$ cat config.mk
export PLATFORM = sky130hd
export DESIGN_NAME = instr_fetch
export DESIGN_NICKNAME = d
export VERILOG_FILES = /design/src/rtl/instr_fetch.sv
export SDC_FILE = /design/constraint.sdc
export NUM_CORES = 1
export LEC_CHECK = 0
export CORE_MARGIN = 10
export CORE_UTILIZATION = 35
export DETAILED_ROUTE_END_ITERATION = 12
export GPL_TIMING_DRIVEN = 0
export SETUP_SLACK_MARGIN = 0.05
export SLEW_MARGIN = 25
export SYNTH_ARGS = -nofsm -noshare
export SYNTH_HDL_FRONTEND = slang
export SYNTH_SLANG_ARGS = --single-unit
$ cat constraint.sdc
create_clock -name clk -period 3.82 [get_ports clk]
set_clock_uncertainty 0.05 [all_clocks]
set_input_delay 1.146 -clock clk [delete_from_list [all_inputs] [get_ports clk]]
set_output_delay 1.146 -clock clk [all_outputs]
set_load 0.01 [all_outputs]
$ cat src/rtl/instr_fetch.sv
// ---------------------------------------------------------------------------
// instr_fetch
//
// Instruction fetch front end. Reads opcode bytes from program memory one at
// a time (at most one read outstanding), buffers them with their fetch
// address in a small prefetch FIFO, and hands them to the decoder with a
// valid/ready handshake. Handles PC increment, redirect (jump/branch/return)
// with flush of buffered and in-flight bytes, and a sticky halt.
//
// Optional feature macro: FETCH_PERF_EN
//   defined   : stall_cnt counts FETCH cycles with op_valid=0 (saturating)
//   undefined : stall_cnt is tied to zero
//
// Parameters
//   ADDR_W : program-memory address / PC width
//   DEPTH  : prefetch FIFO entries (power of two, >= 2)
//
// Ports
//   clk, rst       : clock (rising edge), asynchronous active-high reset
//   mem_req        : one-cycle read request strobe to program memory
//   mem_addr       : read address, meaningful while mem_req=1
//   mem_valid      : read data return strobe (>=1 cycle after mem_req)
//   mem_rdata      : returned opcode byte
//   op_code        : FIFO head byte to the decoder (bit 7 = immediate form)
//   op_pc          : address op_code was fetched from
//   op_valid       : op_code/op_pc valid
//   op_ready       : decoder accepts op_code this cycle
//   redirect       : one-cycle pulse, jump/branch/return taken
//   redirect_addr  : new PC on redirect
//   halt           : halt request from decode
//   halted         : fetch permanently stopped until reset
//   stall_cnt      : count of FETCH cycles with op_valid=0 (optional)
// ---------------------------------------------------------------------------
module instr_fetch #(
    parameter int ADDR_W = 8,
    parameter int DEPTH  = 2
) (
    input  logic              clk,
    input  logic              rst,
    output logic              mem_req,
    output logic [ADDR_W-1:0] mem_addr,
    input  logic              mem_valid,
    input  logic [7:0]        mem_rdata,
    output logic [7:0]        op_code,
    output logic [ADDR_W-1:0] op_pc,
    output logic              op_valid,
    input  logic              op_ready,
    input  logic              redirect,
    input  logic [ADDR_W-1:0] redirect_addr,
    input  logic              halt,
    output logic              halted,
    output logic [15:0]       stall_cnt
);

    localparam int PTR_W = $clog2(DEPTH);
    localparam int CNT_W = PTR_W + 1;

    localparam logic [0:0] ST_FETCH  = 1'b0;
    localparam logic [0:0] ST_HALTED = 1'b1;

    // Control state
    logic [0:0]        state_q, state_d;
    logic [ADDR_W-1:0] pc_q, pc_d;
    logic [ADDR_W-1:0] tag_q, tag_d;
    logic              outstanding_q, outstanding_d;
    logic              drop_q, drop_d;
    logic [PTR_W-1:0]  rd_ptr_q, rd_ptr_d;
    logic [PTR_W-1:0]  wr_ptr_q, wr_ptr_d;
    logic [CNT_W-1:0]  count_q, count_d;

    // FIFO storage (data only, never reset)
    logic [7:0]        code_mem_q [DEPTH];
    logic [ADDR_W-1:0] pc_mem_q   [DEPTH];

    logic              in_fetch;
    logic              fifo_empty;
    logic              head_valid;
    logic              fire;
    logic              do_redirect;
    logic              issue;
    logic              push;
    logic              pop;
    logic [CNT_W-1:0]  occupancy;

    assign in_fetch   = (state_q == ST_FETCH);
    assign fifo_empty = (count_q == '0);
    assign head_valid = in_fetch && !fifo_empty;

    // A return only counts when a read is actually in flight; stray strobes
    // (e.g. a response to a read issued before reset) are ignored.
    assign fire = mem_valid && outstanding_q;

    // Halt takes precedence over redirect; once halted, redirect is ignored.
    assign do_redirect = in_fetch && redirect && !halt;

    // Buffered entries plus the in-flight read may never exceed DEPTH, so a
    // returning byte always has a slot and nothing is ever lost.
    assign occupancy = count_q + CNT_W'(outstanding_q);

    assign issue = !rst && in_fetch && !halt && !redirect && !outstanding_q
                   && (occupancy < CNT_W'(DEPTH));

    assign push = fire && !drop_q && in_fetch && !do_redirect;
    assign pop  = head_valid && op_ready && !do_redirect;

    // Next-state logic
    always_comb begin
        state_d       = state_q;
        pc_d          = pc_q;
        tag_d         = tag_q;
        outstanding_d = outstanding_q;
        drop_d        = drop_q;
        rd_ptr_d      = rd_ptr_q;
        wr_ptr_d      = wr_ptr_q;
        count_d       = count_q;

        if (fire) begin
            outstanding_d = 1'b0;
            drop_d        = 1'b0;
        end

        if (issue) begin
            outstanding_d = 1'b1;
            tag_d         = pc_q;
            pc_d          = pc_q + ADDR_W'(1);
        end

        if (do_redirect) begin
            pc_d     = redirect_addr;
            // Only a read still in flight after this cycle needs dropping;
            // a return arriving together with the redirect is discarded here.
            drop_d   = outstanding_q && !mem_valid;
            rd_ptr_d = '0;
            wr_ptr_d = '0;
            count_d  = '0;
        end else begin
            if (push) begin
                wr_ptr_d = wr_ptr_q + PTR_W'(1);
            end
            if (pop) begin
                rd_ptr_d = rd_ptr_q + PTR_W'(1);
            end
            if (push && !pop) begin
                count_d = count_q + CNT_W'(1);
            end else if (pop && !push) begin
                count_d = count_q - CNT_W'(1);
            end
        end

        if (in_fetch && halt) begin
            state_d = ST_HALTED;
        end
    end

    // Control registers
    always_ff @(posedge clk or posedge rst) begin
        if (rst) begin
            state_q       <= ST_FETCH;
            pc_q          <= '0;
            tag_q         <= '0;
            outstanding_q <= 1'b0;
            drop_q        <= 1'b0;
            rd_ptr_q      <= '0;
            wr_ptr_q      <= '0;
            count_q       <= '0;
        end else begin
            state_q       <= state_d;
            pc_q          <= pc_d;
            tag_q         <= tag_d;
            outstanding_q <= outstanding_d;
            drop_q        <= drop_d;
            rd_ptr_q      <= rd_ptr_d;
            wr_ptr_q      <= wr_ptr_d;
            count_q       <= count_d;
        end
    end

    // FIFO data registers
    always_ff @(posedge clk) begin
        if (push) begin
            code_mem_q[wr_ptr_q] <= mem_rdata;
            pc_mem_q[wr_ptr_q]   <= tag_q;
        end
    end

    // Outputs: head entry is forced to zero when not valid so the decoder
    // never sees stale or uninitialised storage.
    assign mem_req  = issue;
    assign mem_addr = pc_q;
    assign op_valid = head_valid;
    assign op_code  = head_valid ? code_mem_q[rd_ptr_q] : 8'h00;
    assign op_pc    = head_valid ? pc_mem_q[rd_ptr_q]   : '0;
    assign halted   = (state_q == ST_HALTED);

`ifdef FETCH_PERF_EN
    logic [15:0] stall_q, stall_d;

    always_comb begin
        stall_d = stall_q;
        if (in_fetch && !head_valid && (stall_q != 16'hFFFF)) begin
            stall_d = stall_q + 16'd1;
        end
    end

    always_ff @(posedge clk or posedge rst) begin
        if (rst) begin
            stall_q <= 16'h0000;
        end else begin
            stall_q <= stall_d;
        end
    end

    assign stall_cnt = stall_q;
`else
    assign stall_cnt = 16'h0000;
`endif

endmodule

---- Word-level counts from Yosys, hierarchy flattened ----
Memories as Yosys holds them, arrays and structs flattened.
Index checks and enable logic that the tools add are counted.
storage, ports and cells
  input port bits ......................... 22
  memories kept ........................... 2
  output and inout port bits .............. 43
  flip-flop bits (word level) ............. 23
  bits in writable memories ............... 32
  word-level logic and storage cells ...... 69
memory list
  name        depth  bits a word  rd ports  clocked after Yosys merged registers in  wr ports  RTL line  source
  code_mem_q  2      8            1         0                                        1         72        logic [7:0] code_mem_q [DEPTH];
  pc_mem_q    2      8            1         0                                        1         73        logic [ADDR_W-1:0] pc_mem_q [DEPTH];
operators by class
  reductions and logical operators ........ 35
  bitwise operators ....................... 1
  muxes and demuxes ....................... 16
  $add $sub $neg .......................... 6
  magnitude comparators ................... 1
operators with widths
  kind                 count
  $mux 8               4
  $logic_and 1x1->1    18
  $logic_not 1->1      10
  $reduce_bool 2->1    5
  $mux 1               9
  $add 8x1->8 const B  1
  $mux 2               3
  $reduce_bool 3->1    1
  $add 1x1->1 const B  2
  $add 2x1->2          1
  $add 2x1->2 const B  1
  $logic_not 2->1      1
  $lt 2x2->1 const B   1
  $sub 2x1->2 const B  1
  $not 1->1            1

---- Depth between registers and ports, before layout ----
Gate-level depths: netlist of run 1.
  depth after elaboration ................. 10
  mapped depth ............................ 7
  gate-level depth less buffers ........... 6

---- Least setup slack after synthesis of run 1 ----
No wires, ideal clock.
  path kind ............................... input to output
  start point ............................. input port redirect
  end point ............................... output port mem_req
  slack ................................... 0.403 ns
  stages on the path ...................... 4
  path buffers ............................ 1
  data arrival time ....................... 2.221 ns
  required time ........................... 2.624 ns
  cell sequence ........................... or4_4 or2_2 inv_2 buf_4
on the way
  cells in the longest elaborated chain, start to end .. 4
ends and longest elaborated chain
  what                            RTL line  source
  start, declared                 48        input logic redirect,
  $logic_not 1->1                 100       assign issue = !rst && in_fetch && !halt && !redirect && !outstanding_q
  $logic_and 1x1->1 (2 in a row)  100
  $logic_and 1x1->1               101       && (occupancy < CNT_W'(DEPTH));
  end, declared                   40        output logic mem_req,
Every way passes these cells.

---- Worst setup path in the final report of run 1 ----
Same ends and word-level chain as after synthesis.

==> out/qor.yml, run 1 <==
route:
  drt_iter0_drc: 47
  drc: 0
  vias: 1662
  routed_wl_mm: 5.08
  ant_nets: 0
  viasPerCell: 4.60
  drtPass1Iterations: 4
  wl_per_cell_um: 14.1
logic_synthesis:
  synth_area_um2: 2430
  netlist_instances: 207
  ys_ff_latch: 55
  yosysWarnings: 0
  avgSynthCellArea_um2: 11.7
  ys_types: 34
  ys_seq_area_frac: 0.632
finish:
  nets: 303
  final_core_util: 0.471
  syn_to_final_growth_pct: 31.0
  antennaDiodeCount: 0
  drive_above_1_share: 0.125
  fin_cells: 361
critical_path:
  reg2regPathDepth: 4
  worst_setup_path_start_kind: "input pin"
  rrSetupSlack_ps: 1630
  r2r_end: "pc_mem_q[0][5]$_DFFE_PP_"
  cp-end-kind: "output port"
  crit_fanout: 6
  path_class: "input pin to output port"
  crit_required_ps: 2620
  r2r-start: "halted$_DFFE_PP0P_"
  worstPathArrival_ps: 2490
timing:
  setup_viol: 0
  timing.fmax_ghz: 0.271
  hold_viol_final: 0
  fin_crit_ps: 3690
  max_slew.worst_pin.slew_ps: 878
  max-slew-margin-rel: 0.414
  rsz0062_at_grt: "no"
  fin_crit_sh: 0.965
  setup_slack_ps: 134
  slew_violations: 0
grt:
  overflow: 0
  grt_max_degree: 24
  grt_usage: 0.0974
  antenna_found_initial: 0
  grt_pass1_wl_mm: 8.11
  first_global_vias: 1665
clocking:
  cts_tree: "yes"
  numCtsBuffers: 5
  root_buffer: "clkbuf_8"
  clock_sinks: 55
  clkSlewWorstSetupHoldPaths_ps: 90
  clockBufferDepth: 2
  clock_latency_ps: 290
  cts.htree.levels: 2
placement:
  numPortBuffers: 48
  dp.cells: 350
  dp_slack_ps: -771
  dp_hpwl_mm: 3.74
  gp_congestion: 0.820
worst_hold_path:
  min_to: "pc_mem_q[0][5]$_DFFE_PP_"
  hold-path-cell-count: 0
  hp-start: "tag_q[5]$_DFFE_PP0P_"
  holdCritPathClass: "register to register"
floorplanning:
  die_w_um: 103
  io_pins: 65
  initial_core_util: 0.360
  fp.dieH_um: 103
  core-area_um2: 6760
  die_area_um2: 10700
  row_count: 30
power_and_ir_drop:
  power_mw: 1.06
  power_density_nw_per_um2: 333
  peakVddDrop_uv: 155
  p_leak_nw: 1.29
flow_run:
  max-cap-violations: 0
outcome:
  outcome: "completed"
[cell usage in the layout, fill, tap and decap left out, types with 3 or more instances in the layout]
cell,netlist,layout
a21oi_1,3,3
mux2i_1,19,19
inv_1,6,6
conb_1,1,16
clkbuf_1,5,7
buf_4,17,19
nor2_1,24,23
o21ai_0,4,4
dfrtp_1,23,23
a311oi_1,3,3
edfxtp_1,32,32
nand3_1,5,5
nand2_1,36,36
xnor2_1,4,4
clkdlybuf4s50_1,0,45
clkbuf_8,0,5
[worst max-delay path by stage]
stage	start	endpoint	slack (ps)
finish	redirect	mem_req	130
global route	redirect	mem_req	80
CTS	redirect	mem_req	130
floorplan	redirect	mem_req	400
global placement	redirect	mem_req	-740
detailed placement	redirect	mem_req	-770
[layer usage]
layer	routed length, um	global-route usage
met5	0	0
met4	15	0.0257
met3	474	0.0458
met2	2300	0.155
met1	2290	0.116
[what timing repair did]
item,in CTS,in global routing
hold buffers,0,0
setup buffers,3,0
setup endpoints to repair,1,1
pin swaps,2,0
gates resized for setup,10,1
endpoints found under the hold margin,0,0
[critical path: stages]
cell and delay (ps):
dlygate4sd2_1 290, or4_4 540, or2_4 280, inv_4 60, buf_6 90, buf_6 90
[state kept, by name (all words and copies together) (netlist names)]
register / cells
count_q: 2
drop_q: 1
mem_addr: 8
code_mem_q: 16
tag_q: 8
pc_mem_q: 16
wr_ptr_q: 1
halted: 1
rd_ptr_q: 1
outstanding_q: 1
[area by class of cell]
class                      count  area [um2]
timing repair buffer          51         502
buffer                        23         155
tap                           80         100
clock inverter                 1        5.00
sequential                    55        1540
clock buffer                   7        76.3
multi-input combinational    137         782
inverter                       7        28.8
fill                         668        3570
[power breakdown]
part / total (mW) / internal (mW) / switching, mW
Clock: 0.298 / 0.129 / 0.170
Combinational: 0.103 / 0.0593 / 0.0433
Sequential: 0.659 / 0.640 / 0.0184
Total: 1.06 / 0.828 / 0.232
[Yosys cell counts, drive strengths merged]
cell type	n	area share
nor2	24	0.037
or4	3	0.012
a31o	1	0.0036
mux2i	19	0.078
or2	1	0.0026
nor2b	1	0.0026
xor2	1	0.0036
nor4bb	1	0.0041
nand4b	1	0.0036
a22oi	1	0.0031
o211ai	2	0.0062
nor3	2	0.0041
edfxtp	32	0.40
ha	1	0.0051
a21oi	3	0.0062
buf	18	0.055
conb	1	0.0015
nor4	1	0.0026
a211oi	2	0.0062
and2	1	0.0026
nand3	5	0.010
nand2	36	0.056
a311oi	3	0.011
xnor2	4	0.014
and3	2	0.0051
o21ai	5	0.010
dfrtp	23	0.24
inv	7	0.011
a21boi	1	0.0031
clkbuf	5	0.0077
[through the flow]
stage	setup TNS, ps	hold slack, ps	area (um2)
detailed placement	-771	410	3070
CTS	0	436	3180
global route	0	446	3190
finish	0	433	3190
floorplan	0	392	2490
global placement	-926	400	3070
[kinds of logic (layout without fill, tap and decap cells)]
family,Yosys count,count (layout),share of synthesized area
and+or+nand+nor,78,78,0.143
DFF,55,55,0.632
buffers and inverters,30,89,0.0731
muxes,19,19,0.0782
AOI/OAI and AO/OA,18,18,0.0494
xor gates and xnor gates,5,5,0.0180
adders and majority gates,1,1,0.00515
other,1,16,0.00154
Note: power is estimated with default switching activity, not from simulation.
==> run 2, diff against run 1 <==
- SKIP_CTS_REPAIR_TIMING: default -> 1
==> out/qor.yml, run 2 (synthesis gave the netlist of run 1 again) <==
power_and_ir_drop:
  p_comb_frac: 0.097  # about the same
  seq_power_share: 0.621  # about the same
  swShare: 0.219  # about the same
  p_sw_uw: 232  # +0.14%
  p_int_uw: 828  # about the same
  p_leak_nw: 1.30  # +1.1%
  peakVddDrop_uv: 156  # +0.72%
  clockPowerShare: 0.282  # about the same
  power_density_nw_per_um2: 332  # -0.24%
  power_mw: 1.06  # about the same
route:
  wl_per_cell_um: 13.9  # -0.89%
  vias: 1652  # -0.60%
  drt_iter0_drc: 62  # +32%
  viasPerCell: 4.58  # -0.60%
  routed_wl_mm: 5.03  # -0.89%
  drc: 0  # unchanged
  drtPass1Iterations: 4  # unchanged
  ant_nets: 0  # unchanged
critical_path:
  r2r-start: "halted$_DFFE_PP0P_"
  reg2regPathDepth: 4  # unchanged
  cp-end-kind: "output port"
  crit_required_ps: 2620  # about the same
  crit_fanout: 6  # unchanged
  worst_setup_path_start_kind: "input pin"
  worstPathArrival_ps: 2450  # -40 ps
  rrSetupSlack_ps: 1650  # +20 ps
  path_class: "input pin to output port"
  r2r_end: "pc_mem_q[0][5]$_DFFE_PP_"
worst_hold_path:
  min_to: "pc_mem_q[1][1]$_DFFE_PP_"
  hp-start: "tag_q[1]$_DFFE_PP0P_"
  hold-path-cell-count: 0  # unchanged
  holdCritPathClass: "register to register"
timing:
  slew_violations: 0  # unchanged
  rsz0062_at_grt: "no"
  timing.fmax_ghz: 0.274  # +1.2%
  setup_slack_ps: 176  # +42.3 ps
  hold_viol_final: 0  # unchanged
  fin_crit_ps: 3640  # -42.3 ps
  max-slew-margin-rel: 0.416  # +0.00152
  max_slew.worst_pin.slew_ps: 876  # -2.28 ps
  setup_viol: 0  # unchanged
  fin_crit_sh: 0.954  # -0.0111
flow_run:
  max-cap-violations: 0  # unchanged
floorplanning:
  io_pins: 65  # unchanged
  core-area_um2: 6760  # unchanged
  die_area_um2: 10700  # unchanged
  fp.dieH_um: 103  # unchanged
  initial_core_util: 0.360  # unchanged
  die_w_um: 103  # unchanged
  row_count: 30  # unchanged
finish:
  reg.largest.list: "code_mem_q (16), pc_mem_q (16)"
  layout_commonest_cell: "clkdlybuf4s50_1"
  syn_to_final_growth_pct: 31.4
  drive_above_1_share: 0.125  # unchanged
  final_core_util: 0.473  # +0.00148
  finalInstanceArea_um2: 3200  # +0.31%
  nets: 303  # unchanged
  nFillCells: 670  # +0.30%
  final_cell_mix: "45 x clkdlybuf4s50_1, 36 x nand2_1, 32 x edfxtp_1"
  antennaDiodeCount: 0  # unchanged
grt:
  grt_max_degree: 24  # unchanged
  first_global_vias: 1658  # -0.42%
  grt_pass1_wl_mm: 8.11  # unchanged
  overflow: 0  # unchanged
  antenna_found_initial: 0  # unchanged
  grt_usage: 0.0972  # -0.000140
clocking:
  clkSlewWorstSetupHoldPaths_ps: 90  # about the same
  clock_latency_ps: 300  # about the same
  root_buffer: "clkbuf_8"
  cts_tree: "yes"
  clockBufferDepth: 2  # unchanged
  clock_sinks: 55  # unchanged
  cts.htree.levels: 2  # unchanged
  numCtsBuffers: 5  # unchanged
placement:
  dp_hpwl_mm: 3.74  # unchanged
  gp_congestion: 0.820  # unchanged
  dp_slack_ps: -771  # unchanged
  numPortBuffers: 48  # unchanged
  place_area_um2: 3070  # unchanged
outcome:
  outcome: "completed"
-- run 2: cell count changes in the layout (fill, tap and decap cells not counted) --
cell / before / now
buf_8: 0 / 1
inv_4: 1 / 0
inv_6: 0 / 1
dlygate4sd2_1: 2 / 0
dlymetal6s2s_1: 0 / 2
buf_6: 2 / 0
buf_4: 19 / 20
-- run 2: how the worst max path moves through the flow --
stage,from,cells past startpoint,slack (ps),to
after floorplan,redirect,4,400,mem_req
after global placement,redirect,6,-740,mem_req
after detailed placement,redirect,6,-770,mem_req
after CTS,redirect,6,-780,mem_req
after global routing,halt,7,70,mem_req
final,redirect,6,180,mem_req
-- run 2: critical path, cell delays in order --
cell            delay, ps
dlymetal6s2s_1        180
or4_4                 550
or2_4                 290
inv_6                  80
buf_8                  90
buf_4                 110
-- run 2: power by group through the flow --
stage | Combinational (mW) | Sequential (mW) | Clock (mW)
detailed placement | 0.102 | 0.671 | 0
global placement | 0.100 | 0.670 | 0
floorplan | 0.0488 | 0.671 | 0
CTS | 0.103 | 0.658 | 0.312
global route | 0.114 | 0.662 | 0.336
finish | 0.103 | 0.658 | 0.299
-- run 2: routing by layer --
layer,share of wire,GRT usage
met5,0,0
met4,0.0072,0.0257
met3,0.088,0.0458
met2,0.46,0.154
met1,0.45,0.116
-- run 2: final cells by class --
cell class                      count  area [um2]  share of cell area
Multi-Input combinational cell    137         782               0.245
Tap cell                           80         100              0.0313
Timing Repair Buffer               51         505               0.158
Clock buffer                        7        76.3              0.0239
Clock inverter                      1        5.00             0.00157
Sequential cell                    55        1540               0.481
Inverter                            7        31.3             0.00979
Buffer                             23         159              0.0497
-- run 2: metrics by stage --
step	hold slack, ps	instances	setup TNS, ps
floorplan	392	222	0
global placement	400	350	-926
detailed placement	410	350	-771
CTS	436	358	-776
global route	446	361	0
finish	430	361	0
==> RTL edit: new RTL, flow settings as in run 2 <==
The option `FETCH_PERF_EN` is turned on by a define.
--- a/src/rtl/instr_fetch.sv
+++ b/src/rtl/instr_fetch.sv
@@ -33,2 +33,4 @@
 // ---------------------------------------------------------------------------
+`define FETCH_PERF_EN
+
 module instr_fetch #(
Behaviour: not the same (a bounded check fails within 4 cycles, from zero or initial values and one cycle with rst high).
==> RTL edit against run 2 <==
Sequential power increased by 27%; first-iteration DRC count increased by 48%; worst hold slack lost 8.7 ps; design area rose by 30%; critical endpoint unchanged; highest routed layer unchanged; total power rose by 52%; sequential cell count is 16 higher; critical path depth down 1; area after synthesis grew 28%; non-clock buffer count is the same; wire length rose by 37%; combinational power increased by 14%; largest power group unchanged; synthesized cell count grew 20%; clock power is 120% higher; worst setup slack gained 26 ps.
==> RTL edit: results (changes against run 2) <==
Run status
  – Outcome: finished, final reports clean (unchanged)

Worst setup path
  – Top delay family on crit path: buffers and inverters (was simple AND/OR/NAND/NOR gates)
  – CP Max Fanout: 7 (was 6)
  – Worst path slowest cell: clkdlybuf4s50_1 (was or4_4)
  – CP startpoint: rst (was redirect)
  – Critical Path AT: 2420 ps (was 2450 ps)

Detailed routing
  – Metal2 WL: 3.171 mm (was 2.301 mm)
  – Met3 WL: 404 um (was 441 um)
  – Routed length per instance: 15.71 um (was 13.94 um)
  – Via density per instance: 4.932 (was 4.576)

Global route
  – First-pass GRT wire length: 11.40 mm (was 8.114 mm)
  – Met1 Usage GRT: 13.77% (was 11.58%)
  – Met2 GRT Util: 16.31% (was 15.45%)

Placement
  – Gp weighted congestion: 0.7522 (was 0.8199)

Synth
  – Largest cells by area after synthesis: dfrtp_1 (31%), edfxtp_1 (31%), mux2i_1 (5.8%), nor2_1 (3.7%), xor2_1 (2.8%) (was edfxtp_1 (40%), dfrtp_1 (24%), mux2i_1 (7.8%), nand2_1 (5.6%), buf_4 (5.2%))
  – Most common cell in the synthesized netlist: dfrtp_1 (was nand2_1)
  – Top cells by count, synth: dfrtp_1 (39), edfxtp_1 (32), nor2_1 (31), nand2_1 (20), mux2i_1 (18) (was nand2_1 (36), edfxtp_1 (32), nor2_1 (24), dfrtp_1 (23), mux2i_1 (19))
  – Async S/R FF share, synth: 54.93% (was 41.82%)

Power
  – VDD IR max: 146.1 uV (was 155.8 uV)
  – Sequential share of power: 51.9% (was 62.1%)

Layout
  – Layout cells sized above 1: 13.25% (was 12.46%)
  – Non-clk buf share: 17.63% (was 20.79%)
  – Nets: 351 (was 303)
  – Storage cell area: 1937 um2 (was 1536 um2)
  – Number of non-clock inverters: 9 (was 7)
  – Clk tree area frac: 5.135% (was 2.545%)
  – # clk buffers: 11 (was 7)

CTS
  – Clock Latency Late Sink: 340 ps (was 300 ps)
  – CTS Buf Count: 9 (was 5)
==> RTL edit: changes by cell type after synthesis, sizes merged, moves of 4 or more <==
cell,change
mux2,+8
nand2,-15
nand4,+6
buf,-13
nor2,+7
dfrtp,+16
xor2,+9
o21ai,+6
nor3b,+4
==> RTL edit: per-stage QoR <==
step | worst slack [ps] | instances | hold slack, ps | total power, W | instance area, um2
6_report | 202.5 | 440 | 421.4 | 0.001611 | 4167
5_1_grt | 80.56 | 440 | 431.0 | 0.001678 | 4167
4_1_cts | -220.6 | 439 | 424.5 | 0.001629 | 4156
3_5_place_dp | -210.6 | 423 | 405.8 | 0.0009717 | 3943
3_3_place_gp | -216.1 | 421 | 400.3 | 0.0009642 | 3897
2_1_floorplan | 934.3 | 249 | 386.6 | 0.0008978 | 3122
==> RTL edit: logic make-up after synthesis <==
kind of cell / Yosys count / share of synthesized area (%)
AO/OA/AOI/OAI: 29 / 6.333
XOR/XNOR: 14 / 3.928
adder cells (fa/ha/maj): 2 / 0.8015
buffers and inverters: 16 / 2.445
flip-flops: 71 / 62.04
multiplexers: 26 / 8.777
AND/OR/NAND/NOR: 91 / 15.67
==> RTL edit: final timing paths <==
| kind | to | slack (ps) | cells past startpoint |
|---|---|---|---|
| worst max-delay path | mem_req | 200 | 5 |
| worst min-delay path | pc_mem_q[0][4]$_DFFE_PP_ | 420 | 0 |
| worst max register to register | code_mem_q[1][2]$_DFFE_PP_ | 1800 | 3 |
| worst min register to register | pc_mem_q[0][4]$_DFFE_PP_ | 420 | 0 |
| max in group asynchronous | stall_cnt[14]$_DFFE_PP0P_ | 2030 | 3 |
| min in group asynchronous | tag_q[0]$_DFFE_PP0P_ | 1200 | 2 |
